`src/rtl/periph_bus_pkg.sv`:
```
// Shared definitions for the peripheral bus controller.
//   state_t          : access sequencer state encoding (2 bits)
//   PERIPH_BASE_DEF  : default base of the peripheral window
//   PERIPH_SIZE_DEF  : default window size in bytes
//   LED_ADDR         : LED register address inside the window
//   M_CORE / M_DBG   : master index constants for req/gnt/done vectors
package periph_bus_pkg;

  typedef enum logic [1:0] {
    S_IDLE   = 2'd0,
    S_SETUP  = 2'd1,
    S_ACCESS = 2'd2,
    S_RESP   = 2'd3
  } state_t;

  localparam logic [31:0] PERIPH_BASE_DEF = 32'h8000_0000;
  localparam logic [31:0] PERIPH_SIZE_DEF = 32'h0000_1000;
  localparam logic [31:0] LED_ADDR        = 32'h8000_0002;
  localparam int          TIMEOUT_DEF     = 16;

  localparam int M_CORE = 0;
  localparam int M_DBG  = 1;

endpackage

```
`src/rtl/rr_arbiter2.sv`:
```
// Two-way round-robin arbiter.
//   gclk, grst_n : clock, synchronous active-low reset (pointer -> m0)
//   req[1:0]     : request per master
//   advance      : a grant was taken this cycle; move priority off the winner
//   gnt[1:0]     : one-hot grant (combinational from req and pointer)
module rr_arbiter2
  import periph_bus_pkg::*;
(
  input  logic       gclk,
  input  logic       grst_n,
  input  logic [1:0] req,
  input  logic       advance,
  output logic [1:0] gnt
);

  // 1 = m1 wins a tie, 0 = m0 wins a tie
  logic prio_m1;

  always_comb begin
    gnt = req;
    if (req == 2'b11) gnt = prio_m1 ? 2'b10 : 2'b01;
  end

  // Next tie goes to whoever did not just win.
  always_ff @(posedge gclk) begin
    if (!grst_n)                prio_m1 <= 1'b0;
    else if (advance && |gnt)   prio_m1 <= gnt[M_CORE];
  end

endmodule

```
`src/rtl/periph_bus_ctrl.sv`:
```
// Peripheral bus controller: arbitrates m0 (core LSU) and m1 (debug/loader)
// onto the memory-mapped peripheral bus and sequences each access as
// IDLE -> SETUP -> ACCESS -> RESP (window miss skips ACCESS).
// Optional feature: define PERIPH_TIMEOUT_EN to bound the ACCESS wait to
// TIMEOUT_CYCLES not-ready cycles (completes with o_err=1, o_rdata=0).
// Ports:
//   i_clk, i_rst_n          : clock, synchronous active-low reset
//   i_req/i_we[1:0]         : per-master request / write enable
//   i_addr/i_wdata[63:0]    : {m1, m0} address / write data
//   o_gnt[1:0]              : owner, from grant through RESP
//   o_done[1:0]             : one-cycle completion pulse to owner
//   o_err, o_rdata          : status / read data, valid with o_done
//   o_read_cs, o_write_cs   : peripheral strobes during ACCESS
//   o_address, o_wdata      : latched address / write data to peripherals
//   i_rdata, i_ready        : peripheral read data / completion
module periph_bus_ctrl
  import periph_bus_pkg::*;
#(
  parameter logic [31:0] PERIPH_BASE    = PERIPH_BASE_DEF,
  parameter logic [31:0] PERIPH_SIZE    = PERIPH_SIZE_DEF,
  parameter int          TIMEOUT_CYCLES = TIMEOUT_DEF
) (
  input  logic        i_clk,
  input  logic        i_rst_n,
  input  logic [1:0]  i_req,
  input  logic [1:0]  i_we,
  input  logic [63:0] i_addr,
  input  logic [63:0] i_wdata,
  output logic [1:0]  o_gnt,
  output logic [1:0]  o_done,
  output logic        o_err,
  output logic [31:0] o_rdata,
  output logic        o_read_cs,
  output logic        o_write_cs,
  output logic [31:0] o_address,
  output logic [31:0] o_wdata,
  input  logic [31:0] i_rdata,
  input  logic        i_ready
);

  if (TIMEOUT_CYCLES < 1) begin : g_bad_timeout
    $error("TIMEOUT_CYCLES must be >= 1");
  end

  state_t      state, state_nxt;
  logic [1:0]  arb_gnt, gnt_q;
  logic        we_q, err_q;
  logic [31:0] addr_q, wdata_q, rdata_q;
  logic        grant, sel, in_win, tmo_hit;

  // The pointer only matters in IDLE, so moving it at grant time is
  // indistinguishable from moving it at RESP, and keeps the arbiter's
  // interface to req/advance.
  assign grant = (state == S_IDLE) && |i_req;
  assign sel   = arb_gnt[M_DBG];

  rr_arbiter2 u_arb (
    .gclk    (i_clk),
    .grst_n  (i_rst_n),
    .req     (i_req),
    .advance (grant),
    .gnt     (arb_gnt)
  );

  // Unsigned wrap-around compare covers both window edges in one test.
  assign in_win = (addr_q - PERIPH_BASE) < PERIPH_SIZE;

`ifdef PERIPH_TIMEOUT_EN
  localparam int TW = $clog2(TIMEOUT_CYCLES + 1);
  logic [TW-1:0] tmo_cnt;

  // Cleared everywhere outside ACCESS, so it is zero on ACCESS entry.
  always_ff @(posedge i_clk) begin
    if (!i_rst_n || state != S_ACCESS) tmo_cnt <= '0;
    else if (!i_ready)                 tmo_cnt <= tmo_cnt + TW'(1);
  end

  // Fires on the TIMEOUT_CYCLES-th not-ready cycle; i_ready there wins.
  assign tmo_hit = (state == S_ACCESS) && !i_ready &&
                   (tmo_cnt == TW'(TIMEOUT_CYCLES - 1));
`else
  assign tmo_hit = 1'b0;
`endif

  always_comb begin
    state_nxt = state;
    case (state)
      S_IDLE:   if (|i_req) state_nxt = S_SETUP;
      S_SETUP:  state_nxt = in_win ? S_ACCESS : S_RESP;
      S_ACCESS: if (i_ready || tmo_hit) state_nxt = S_RESP;
      S_RESP:   state_nxt = S_IDLE;
      default:  state_nxt = S_IDLE;
    endcase
  end

  always_ff @(posedge i_clk) begin
    if (!i_rst_n) begin
      state   <= S_IDLE;
      gnt_q   <= '0;
      we_q    <= 1'b0;
      err_q   <= 1'b0;
      addr_q  <= '0;
      wdata_q <= '0;
      rdata_q <= '0;
    end else begin
      state <= state_nxt;
      case (state)
        S_IDLE: if (grant) begin
          gnt_q   <= arb_gnt;
          we_q    <= i_we[sel];
          addr_q  <= sel ? i_addr[63:32]  : i_addr[31:0];
          wdata_q <= sel ? i_wdata[63:32] : i_wdata[31:0];
          err_q   <= 1'b0;
          rdata_q <= '0;
        end
        S_SETUP:  err_q <= !in_win;
        S_ACCESS: begin
          if (i_ready) begin
            if (!we_q) rdata_q <= i_rdata;
          end else if (tmo_hit) begin
            err_q <= 1'b1;
          end
        end
        S_RESP:   gnt_q <= '0;
        default:  ;
      endcase
    end
  end

  assign o_gnt      = gnt_q;
  assign o_done     = (state == S_RESP) ? gnt_q : 2'b00;
  assign o_err      = (state == S_RESP) && err_q;
  assign o_rdata    = (state == S_RESP) ? rdata_q : '0;
  assign o_read_cs  = (state == S_ACCESS) && !we_q;
  assign o_write_cs = (state == S_ACCESS) && we_q;
  assign o_address  = addr_q;
  assign o_wdata    = wdata_q;

endmodule
```
`config.mk`:
```
export PLATFORM = sky130hd
export DESIGN_NAME = periph_bus_ctrl
export DESIGN_NICKNAME = d
export VERILOG_FILES = /design/src/rtl/periph_bus_pkg.sv /design/src/rtl/rr_arbiter2.sv /design/src/rtl/periph_bus_ctrl.sv
export SDC_FILE = /design/constraint.sdc
export NUM_CORES = 1
export LEC_CHECK = 0
export ABC_CLOCK_PERIOD_IN_PS = 5700
export BUFFER_PORTS_ARGS = -buffer_cell sky130_fd_sc_hd__buf_2
export CORE_UTILIZATION = 40
export CTS_BUF_LIST = sky130_fd_sc_hd__clkbuf_4 sky130_fd_sc_hd__clkbuf_8
export DETAILED_ROUTE_END_ITERATION = 6
export PLACE_DENSITY = 0.73
export SYNTH_ARGS = -nofsm -noshare
export SYNTH_HDL_FRONTEND = slang
export SYNTH_SLANG_ARGS = --single-unit
```
`constraint.sdc`:
```
create_clock -name i_clk -period 5.7 [get_ports i_clk]
set_clock_uncertainty 0.05 [all_clocks]
set_input_delay 0.855 -clock i_clk [delete_from_list [all_inputs] [get_ports i_clk]]
set_output_delay 0.855 -clock i_clk [all_outputs]
set_load 0.03 [all_outputs]
```
Word level (Yosys, flattened, before mapping) --
Index checks and enable logic that the tools add are counted.
Cells by class: multiplexer cells 20, order comparisons 2, eq/ne operators 8, add/subtract/negate cells 1, reduce and logical (&&, ||, !) cells 18
Operators with widths (number):
- two-way mux 32 bit | 6
- one-hot mux 32 bit (2 select lines) | 1
- less-than comparator 32 x 13 -> 1 bit, second input constant | 1
- subtractor 32 bit, second input constant | 1
- two-way mux 2 bit | 6
- one-hot mux 2 bit (4 select lines) | 1
- AND reduction 2 bit | 4
- equality test 2 bit, second input constant | 3
- nonzero test 2 bit | 3
- logical AND 1 bit | 5
- two-way mux 1 bit | 4
- inequality test 2 x 1 -> 1 bit, second input constant | 2
- inequality test 2 bit, second input constant | 2
- one-hot mux 2 bit (2 select lines) | 1
- AND reduction 4 bit | 1
- OR reduction 2 bit | 2
- equality test 2 x 1 -> 1 bit, second input constant | 1
- logical NOT 1 bit | 2
- logical NOT 2 bit | 1
- less-than comparator 1 x 2 -> 1 bit, second input constant | 1
- one-hot mux 1 bit (2 select lines) | 1
Word-level totals: flip-flop bits (word level) 103, logic and storage cells 57, output and inout port bits 103, input port bits 167

Longest topological paths before layout --
depth in word-level cells 4, mapped depth 8, gate-level depth less buffers 6

Hierarchy --
Synthesis repeated with hierarchy kept, for this count alone.
Second synthesis, totals: cell total of the unflattened synthesis 521, area, all modules 5124.9 um2
By module, submodules not included:
- periph_bus_ctrl | area an instance 5063.6 um2, seq. area each 2042.0 um2, cells each 514, instances 1
- rr_arbiter2 | area an instance 61.3 um2, seq. area each 20.0 um2, cells each 7, instances 1

Least setup slack after synthesis --
Ideal clock, no wire load.
kind register -> output, start point reg state[0], end point out o_read_cs, required time 4795 ps, slack 3356 ps, stages on the path, launching flop included 6, data arrival time 1439 ps, buffers on the path 2, path through dfxtp_1 inv_1 ha_1 clkbuf_1 clkbuf_1 nor2b_1
On the way: cells in the longest elaborated chain, start to end 2
RTL lines:
- start, declared | line periph_bus_ctrl.sv:45 | state_t state, state_nxt;
- start signal, assigned | line periph_bus_ctrl.sv:106 | state <= state_nxt;
- equality test 2 bit | line periph_bus_ctrl.sv:134 | assign o_read_cs = (state == S_ACCESS) && !we_q;
- logical AND 1 bit | line periph_bus_ctrl.sv:134
- end, declared | line periph_bus_ctrl.sv:33 | output logic o_read_cs,
No other way between the ends.

Worst setup path after layout --
start point reg state[0], end point out o_rdata[26]
On the way: cells in the longest elaborated chain, start to end 2
RTL lines:
- equality test 2 bit | line periph_bus_ctrl.sv:133 | assign o_rdata = (state == S_RESP) ? rdata_q : '0;
- two-way mux 32 bit | line periph_bus_ctrl.sv:133
- end, declared | line periph_bus_ctrl.sv:32 | output logic [31:0] o_rdata,
No other way between the ends.

==> results by group <==
Clocking
  • Clock Tree Root: clkbuf_8
  • Clock buffer depth: 2
  • Clock slew at reported path FFs: 90 ps
  • Clk sink count: 103
  • Post-CTS setup buffer count: 0
  • TritonCTS clock tree: built
  • PostCTS Resize Cnt: 0
  • # H-tree levels: 3
  • # hold bufs at CTS: 0
  • Clk_lat worst skew: 360 ps
  • CTS Buf Count: 9

Route
  • ANT nets after route: 0
  • Drt total wl: 12.6 mm
  • Vias/cell: 4.92
  • Number of remaining DRC errors: 13
  • DR pass1 iterations: 7
  • Routed length per instance: 13.8 um
  • DRT iter0 DRCs: 214
  • Via count: 4470

Synthesis
  • Post-synthesis simple-gate area fraction: 0.192
  • Synth Area in Compound Gates: 0.122
  • Net count after synthesis: 692
  • EDFF count, synth: 0
  • Post-synthesis adder-cell area fraction: 0.0103
  • Sequential area share after synthesis: 0.426
  • Synth cell types: 32
  • Synthesized cell area: 4840 um2
  • Cells after Synth: 521
  • Seq cells post-synth: 103
  • XOR/XNOR Fraction of Synth Area: 0
  • Mux contribution to synthesized area: 0.201
  • Ys Warns: 0
  • Async set-reset flop share out of synthesis: 0
  • Largest family of logic cells by synthesized area: multiplexers
  • Syn avg cell area: 9.29 um2
  • Top_reg_cell synth: dfxtp_1

Hold path
  • HP Class: reg -> reg
  • HP Start: o_gnt[1]
  • Hold Path Cell Cnt: 2

Timing
  • Max_slew headroom: 0.277
  • Fmax: 0.332 GHz
  • RSZ-0062 raised after global routing: no
  • Slew Viols, Final: 0
  • Fin crit period: 3010 ps
  • Setup TNS: 0 ps
  • Hold Vio Cnt, Final: 0
  • Tcrit/Tclk final: 0.528
  • Worst slew pin tran: 1080 ps
  • Final setup fails: 0
  • Hold slack: 440 ps

Finish
  • # diodes: 0
  • Nets: 933
  • Fill cells: 1070
  • Area grow syn2layout: 32.1%
  • Layout cells sized above 1: 0.385

Die
  • Die width: 112 um
  • Io pins: 270
  • Initial core utilization: 0.417
  • Die area: 12500 um2
  • FP Rows: 39
  • Die H: 112 um
  • Core box area: 11600 um2

Setup path
  • Reg2reg setup slack: 3080 ps
  • Largest stage delay on the critical path: 870 ps
  • Req. time, crit path: 4800 ps
  • Critical path's top delay family: adder cells
  • Worst setup startpoint: state[0]
  • Slowest cell on the critical path: ha_1
  • Critical-path cell list: ha_1 > and2_1 > buf_2
  • FF-to-FF Start: state[0]
  • CP max FO: 37
  • Bufs and invs on worst path: 1
  • Critical path class: reg -> out
  • Worst-case reg-to-reg path depth: 7
  • CP Depth: 3
  • Worst Setup End Kind: output port
  • Worst Setup Start Kind: flop
  • Arr. time, crit path: 2110 ps

Run
  • Maximum Capacitance Violations: 0

Placement
  • Post-DP HPWL: 9.44 mm
  • IO buf count: 269
  • Final GP Congestion: 0.798

Outcome
  • Failing checks: DRC
  • Status: finished, violations left

Power
  • VDD IR max: 0.000235 V
  • P per Cell Area: 480 nW/um2
  • Leakage: 0.00338 uW

Global route
  • Initial antenna violation count: 0
  • Overall fraction of global-route tracks in use: 0.201
  • First-pass GRT wire length: 20.4 mm
  • Aggregate global routing overflow: 0
  • Vias in the first global route: 4307
  • Largest net degree at the start of global routing: 83
cell type report:
cell class | count | area (um2) | share of cell area
Sequential cell | 103 | 2060 | 0.322
Inverter | 4 | 16.3 | 0.00254
Tap cell | 143 | 179 | 0.0280
Clock inverter | 3 | 42.5 | 0.00665
Multi-Input combinational cell | 371 | 2560 | 0.400
Timing Repair Buffer | 273 | 1380 | 0.215
Clock buffer | 12 | 159 | 0.0248
registers in the layout, indices dropped and copies added (netlist names):
name,count
o_wdata,32
we_q,1
rdata_q,32
err_q,1
o_address,32
state,2
u_arb.prio_m1,1
o_gnt,2
routing by layer:
metal	wire, um	track usage
met1	5330	0.239
met4	178	0.0773
met5	0	0
met2	6400	0.359
met3	684	0.0389
stage by stage:
stage	utilization	std cells	area (um2)	worst slack (ps)	total power [uW]
after CTS	0.551	909	6390	2640	3100
final	0.551	909	6390	2690	3070
after detailed placement	0.533	894	6190	2450	2630
after global routing	0.551	909	6390	2460	3280
after global placement	0.533	894	6190	2590	2580
after floorplan	-	521	4840	3360	2250
cell usage in the layout (no fill, tap or decap):
master      Yosys  layout
a211oi_1       65      65
a21oi_1         4       4
a21oi_4         0       1
a311oi_1        1       1
a31oi_1         1       1
a32oi_1         1       1
and2_1         68      68
buf_2           7     269
buf_4           1       4
bufinv_16       0       1
clkbuf_4        0       1
clkbuf_8        0      11
clkinv_2        0       2
clkinvlp_4      0       1
dfxtp_1       103     103
ha_1            4       4
inv_1           3       2
inv_2           1       1
mux2i_1        97      97
nand2_1         4       4
nand2b_1        2       2
nand3_1         1       1
nand3b_1        1       1
nor2_1        102     102
nor2b_1         3       3
nor3_1          1       1
nor3b_2         1       1
nor4_1          4       4
nor4b_1         1       1
o211ai_1        1       1
o21a_4          0       1
o21ai_0         5       5
o21ai_4         0       1
or3b_2          1       1
cell families (layout without fill, tap and decap cells):
group           Yosys count  count (layout)
mux                      97              97
buf+inv                  47             292
compound gates           81              81
fa+ha+maj                 4               4
simple gates            189             189
flops                   103             103
synth_stat cells (all sizes together) (2+ instances only):
cell type  count  area [um2]
a211oi        65         488
a21oi          5        28.8
and2          68         425
buf           17         129
clkbuf        26        97.6
dfxtp        103        2060
ha             4        50.1
inv            4        15.0
mux2i         97         971
nand2          4        15.0
nand2b         2        12.5
nor2         102         383
nor2b          3        18.8
nor4           4        25.0
o21ai          6        33.8
where the power goes:
| part | switching, uW | internal, uW | total, uW |
|---|---|---|---|
| clock network | 240 | 229 | 469 |
| logic | 988 | 537 | 1530 |
| registers | 133 | 939 | 1070 |
| total | 1360 | 1710 | 3070 |
final timing paths:
path | endpoint
setup / recovery | o_rdata[26]
hold / removal | o_gnt[1]
setup reg to reg | rdata_q[6]
hold reg to reg | o_gnt[1]
tightest hold or removal path, cell delays in order (launching register included):
cell and delay, ps:
dfxtp_1 340, nand2_1 60, a21oi_1 50
Note: power is estimated with default switching activity, not from simulation.
